## src/rtl/divider_32_seq.sv

```systemverilog
`default_nettype none
// ============================================================================
// Module      : divider_32_seq
// Description : Sequential unsigned restoring divider. One quotient bit per
//               cycle, MSB first; divide-by-zero short-circuits to a saturated
//               quotient and flags div_by_zero.
// Revision    : 1.0 - initial release
// ============================================================================
module divider_32_seq #(
    parameter int WIDTH = 32
) (
    input  logic             clk,
    input  logic             rst_n,
    input  logic             start,
    input  logic [WIDTH-1:0] dividend,
    input  logic [WIDTH-1:0] divisor,
    output logic             busy,
    output logic             done,
    output logic [WIDTH-1:0] quotient,
    output logic [WIDTH-1:0] remainder,
    output logic             div_by_zero
);

    localparam int              c_CW       = $clog2(WIDTH);
    localparam logic [c_CW-1:0] c_CNT_LAST = c_CW'(WIDTH - 1);
    localparam logic [c_CW-1:0] c_CNT_ONE  = c_CW'(1);

    localparam logic [1:0] c_IDLE = 2'd0;
    localparam logic [1:0] c_RUN  = 2'd1;
    localparam logic [1:0] c_DONE = 2'd2;

    logic [1:0]       r_state;
    logic [1:0]       w_state_next;
    logic             r_go;          // operands captured, dispatch pending
    logic [c_CW-1:0]  r_count;
    logic [WIDTH:0]   r_prem;        // partial remainder
    logic [WIDTH-1:0] r_dvd;         // dividend shifting out, quotient shifting in
    logic [WIDTH-1:0] r_dvs;
    logic [WIDTH-1:0] r_quotient;
    logic [WIDTH-1:0] r_remainder;
    logic             r_dbz;

    logic             w_accept;
    logic             w_last;
    logic             w_dvs_zero;
    logic [WIDTH+1:0] w_shift;
    logic [WIDTH+1:0] w_diff;
    logic             w_borrow;
    logic [WIDTH:0]   w_prem_step;
    logic [WIDTH-1:0] w_dvd_step;

    // A new request is taken whenever no division is running or pending.
    assign w_accept   = start && !r_go && (r_state != c_RUN);
    assign w_last     = (r_count == c_CNT_LAST);
    assign w_dvs_zero = (r_dvs == '0);

    // One restoring step: shift, trial-subtract, restore on borrow.
    assign w_shift     = {r_prem, r_dvd[WIDTH-1]};
    assign w_diff      = w_shift - {2'b00, r_dvs};
    assign w_borrow    = w_diff[WIDTH+1];
    assign w_prem_step = w_borrow ? w_shift[WIDTH:0] : w_diff[WIDTH:0];
    assign w_dvd_step  = {r_dvd[WIDTH-2:0], ~w_borrow};

    // State register.
    always_ff @(posedge clk or negedge rst_n) begin
        if (!rst_n) begin
            r_state <= c_IDLE;
        end else begin
            r_state <= w_state_next;
        end
    end

    // Next-state logic; a start accepted in DONE returns to IDLE with the
    // dispatch pending, so the new operation is already underway.
    always_comb begin
        w_state_next = r_state;
        case (r_state)
            c_IDLE: begin
                if (r_go) begin
                    w_state_next = w_dvs_zero ? c_DONE : c_RUN;
                end
            end
            c_RUN: begin
                if (w_last) begin
                    w_state_next = c_DONE;
                end
            end
            c_DONE: begin
                w_state_next = c_IDLE;
            end
            default: begin
                w_state_next = c_IDLE;
            end
        endcase
    end

    // Operand capture and iteration datapath.
    always_ff @(posedge clk or negedge rst_n) begin
        if (!rst_n) begin
            r_go    <= 1'b0;
            r_count <= '0;
            r_prem  <= '0;
            r_dvd   <= '0;
            r_dvs   <= '0;
        end else begin
            r_go <= w_accept;
            if (w_accept) begin
                r_dvd   <= dividend;
                r_dvs   <= divisor;
                r_prem  <= '0;
                r_count <= '0;
            end else if (r_state == c_RUN) begin
                r_prem  <= w_prem_step;
                r_dvd   <= w_dvd_step;
                r_count <= r_count + c_CNT_ONE;
            end
        end
    end

    // Result registers load only on entry to DONE and hold otherwise.
    always_ff @(posedge clk or negedge rst_n) begin
        if (!rst_n) begin
            r_quotient  <= '0;
            r_remainder <= '0;
            r_dbz       <= 1'b0;
        end else if ((r_state == c_IDLE) && r_go && w_dvs_zero) begin
            r_quotient  <= '1;
            r_remainder <= r_dvd;
            r_dbz       <= 1'b1;
        end else if ((r_state == c_RUN) && w_last) begin
            r_quotient  <= w_dvd_step;
            r_remainder <= w_prem_step[WIDTH-1:0];
            r_dbz       <= 1'b0;
        end
    end

    assign busy        = (r_state == c_RUN);
    assign done        = (r_state == c_DONE);
    assign quotient    = r_quotient;
    assign remainder   = r_remainder;
    assign div_by_zero = r_dbz;

endmodule
`default_nettype wire

```

## config.mk

```make
export PLATFORM = sky130hd
export DESIGN_NAME = divider_32_seq
export DESIGN_NICKNAME = d
export VERILOG_FILES = /design/src/rtl/divider_32_seq.sv
export SDC_FILE = /design/constraint.sdc
export NUM_CORES = 1
export LEC_CHECK = 0
export CAP_MARGIN = 10
export CELL_PAD_IN_SITES_DETAIL_PLACEMENT = 1
export CELL_PAD_IN_SITES_GLOBAL_PLACEMENT = 1
export CORE_AREA = 2 2 151 153
export DETAILED_ROUTE_END_ITERATION = 7
export DIE_AREA = 0 0 153 155
export GPL_ROUTABILITY_DRIVEN = 1
export MAX_ROUTING_LAYER = met4
export PLACE_DENSITY_LB_ADDON = 0.1
export SYNTH_ARGS = -nofsm -noshare
export SYNTH_HDL_FRONTEND = slang
export SYNTH_SLANG_ARGS = --single-unit
```

## constraint.sdc

```tcl
create_clock -name clk -period 3.79 [get_ports clk]
set_input_delay 0.758 -clock clk [delete_from_list [all_inputs] [get_ports clk]]
set_output_delay 0.758 -clock clk [all_outputs]
set_load 0.01 [all_outputs]
```

==> impl_results.md, run 1 <==
- Outcome: finished clean
- Synth cell types: 59
- Routed vias/inst: 5.44
- DRC: 0
- Area growth syn-to-layout: 25.1%
- Die width: 153 microns
- Setup_tns: 0 ps
- H-tree Lvls: 4
- Clk sink count: 170
- Starting Density: 40.1%
- Largest area contributor in the netlist: dfrtp_1
- Layout cells sized above 1: 5.80%
- Global route overflow: 0
- Largest family of logic cells by synthesized area: compound AO/OA/AOI/OAI gates
- DP HPWL: 19200 microns
- Slew at the pin closest to its max-slew limit: 972 ps
- XOR/XNOR share of the synthesized area: 3.54%
- Reg-to-reg setup timing slack: 210 ps
- Pleak: 4.95 nW
- Post-synth top area share: 47.8%
- PortBufs: 133
- Post-route ant nets: 0
- Post-synthesis mux area share: 3.19%
- Slew Limit Fails: 0
- Worst Reg-to-Reg Cells: 12
- Latest clock arrival within the worst-skew pair: 450 ps
- Hold_buf cts: 0
- WP data arrival: 3870 ps
- Per-cell routed wire length: 19.1 microns
- Fillcell total: 2573
- Area of the multi-input gates: 4310 sq um
- Count of routing violations after the opening detailed-route iteration: 381
- Reg-to-Reg End: r_prem[4]$_DFFE_PN0P_
- Reg clk slew, reported paths: 70 ps
- Adder-cell area share of the yosys netlist: 5.00%
- Final wirelength: 26900 microns
- Gp weighted congestion: 0.923
- CP Capture Type: register
- Top post-synthesis cells by area: dfrtp_1 (48%), nand2_1 (9.6%), o21ai_0 (5.2%)
- Most frequent cell after synthesis: nand2_1
- Fin crit period: 3580 ps
- Synth Area in Simple Gates: 15.4%
- Root buffer cell: clkbuf_16
- Mapped Area: 8900 sq um
- Post-synthesis sequential area ratio: 47.8%
- Largest net degree at the start of global routing: 90
- 1st-pass router iterations: 5
- Post-synthesis async set-or-reset flop share: 100%
- Final design utilization: 50.1%
- Gate Count Post-Synth: 1001
- Worst rel slew slack: 35.2%
- Layout Nets: 1210
- Max Freq: 0.279 GHz
- Die H: 155 microns
- Inserted Diodes: 0
- CTS tree: done
- Setup violators final: 0
- List of most frequent post-synthesis cells: nand2_1 (227), dfrtp_1 (170), o21ai_0 (92)
- GRT Resource Usage Total: 24.0%
- Crit start category: register
- Period Utilization, post-route: 94.5%
- I/O Pins: 134
- Longest Clk Path Bufs: 2
- Sequential cell area: 4250 sq um
- CTS Buf Count: 17
- Total power: 11.5 mW
- Syn nets: 1103
- Critical path peak fanout: 25
- YS warnings: 0
- #FFs+latches synth: 170
- Hold Fails Final Rpt: 0
- Unrepaired setup endpoints after global routing: false
- Ys flop type: dfrtp_1
- Max-Cap Viols: 0
- Crit Path Category: reg -> reg
- Clock skew: 16.1 ps
- Crit path required time: 4080 ps
- Vias in the first global route: 7756
- Worst R2R Start: r_dvs[1]$_DFFE_PN0P_
- Compound-Gate Fraction of Synth Area: 20.8%
- Antenna violations before repair: 0
- First-pass GRT wire length: 44000 microns
- Die Area: 23700 sq um
- Worst min-delay path class: in -> async
- Number of enable flip-flop cells after synthesis: 0
- Max VDD drop: 0.000444 V
- Via count of the routed design: 7645
- Synth Area per Inst: 8.90 sq um
- Cell Pwr Density: 1030 nW/um^2
- Core area: 22200 sq um
- Std-Cell Rows: 55
## stage by stage
step	setup WS, ps	hold WS (ps)	cell area [sq um]	cells
4_1_cts	152	280	11100	1406
6_report	207	267	11100	1406
2_1_floorplan	758	427	8900	1001
3_3_place_gp	285	468	10600	1374
5_1_grt	96.1	300	11100	1406
3_5_place_dp	187	464	10600	1374
## registers in the layout, indices dropped and copies added, names as in the netlist
register     cells
r_prem          33
r_go             1
r_dvd           32
r_state          2
quotient        32
remainder       32
r_count          5
div_by_zero      1
r_dvs           32
## metal layers
| layer | share of wire, % | vias up | global-route usage [%] |
|---|---|---|---|
| li1 | - | 3721 | - |
| met1 | 52 | 3734 | 36.0 |
| met2 | 44 | 165 | 34.6 |
| met3 | 3.2 | 25 | 3.20 |
| met4 | 1.0 | 0 | 5.20 |
| met5 | 0 | - | - |
## layout by cell type (no fill, tap or decap), drive strengths merged, types with 6 or more instances in the layout
master,instances
a21o,15
a21oi,33
a22oi,21
a31oi,39
buf,16
clkbuf,17
clkdlybuf4s50,132
clkinv,6
dfrtp,170
ha,34
inv,46
mux2i,25
nand2,227
nand3,8
nand4,6
nor2,56
nor4,9
o21ai,143
o31ai,6
xnor2,18
xor2,15
## worst max-delay path: stages, from the launching register on
cell	delay [ps]
dfrtp_1	360
inv_1	100
ha_1	270
nor2b_2	150
o2111ai_1	200
a211oi_2	360
nor4_2	120
or2_1	310
o31a_4	440
xnor2_4	310
buf_12	260
mux2i_1	440
o21ai_1	100
## report_power, final
group | internal [mW] | total [mW] | switching [mW]
Combinational | 2.72 | 6.58 | 3.86
Sequential | 2.54 | 3.18 | 0.640
Clock | 0.879 | 1.73 | 0.855
## how the worst max path moves through the flow
stage / start / end / slack (ps) / cells after the start
floorplan: r_dvd[31]$_DFFE_PN0P_ / r_prem[32]$_DFFE_PN0P_ / 760 / 13
global placement: r_dvs[4]$_DFFE_PN0P_ / r_prem[3]$_DFFE_PN0P_ / 280 / 12
detailed placement: r_dvs[4]$_DFFE_PN0P_ / remainder[0]$_DFFE_PN0P_ / 190 / 11
CTS: r_dvs[4]$_DFFE_PN0P_ / remainder[0]$_DFFE_PN0P_ / 150 / 11
global route: r_dvd[31]$_DFFE_PN0P_ / remainder[26]$_DFFE_PN0P_ / 100 / 13
finish: r_dvs[1]$_DFFE_PN0P_ / r_prem[4]$_DFFE_PN0P_ / 210 / 12
## logic make-up after synthesis
group | after synthesis
XOR/XNOR | 33
buffers and inverters | 99
adder cells (fa/ha/maj) | 35
AO/OA/AOI/OAI | 302
flip-flops | 170
AND/OR/NAND/NOR | 334
multiplexers | 28
## layout make-up
class	instances	share of cell area [%]
Clock buffer	17	3.82
Sequential cell	170	38.2
Timing Repair Buffer	148	13.4
Multi-Input combinational cell	732	38.7
Clock inverter	15	1.38
Tap cell	285	3.20
Inverter	39	1.31
## timing repair
action	in CTS	in global routing
buffers inserted	0	0
setup endpoints to repair	0	2
resized for setup	0	1
Power figures use the tool's default switching activity.
==> inputs of run 2 (changes only) <==
--- a/config.mk
+++ b/config.mk
@@ -9,6 +9,7 @@
 export CELL_PAD_IN_SITES_DETAIL_PLACEMENT = 1
 export CELL_PAD_IN_SITES_GLOBAL_PLACEMENT = 1
 export CORE_AREA = 2 2 151 153
+export CTS_CLUSTER_SIZE = 30
 export DETAILED_ROUTE_END_ITERATION = 7
 export DIE_AREA = 0 0 153 155
 export GPL_ROUTABILITY_DRIVEN = 1
==> results of run 2 <==
The final DEF is identical to that of run 1; final timing and power are the same.
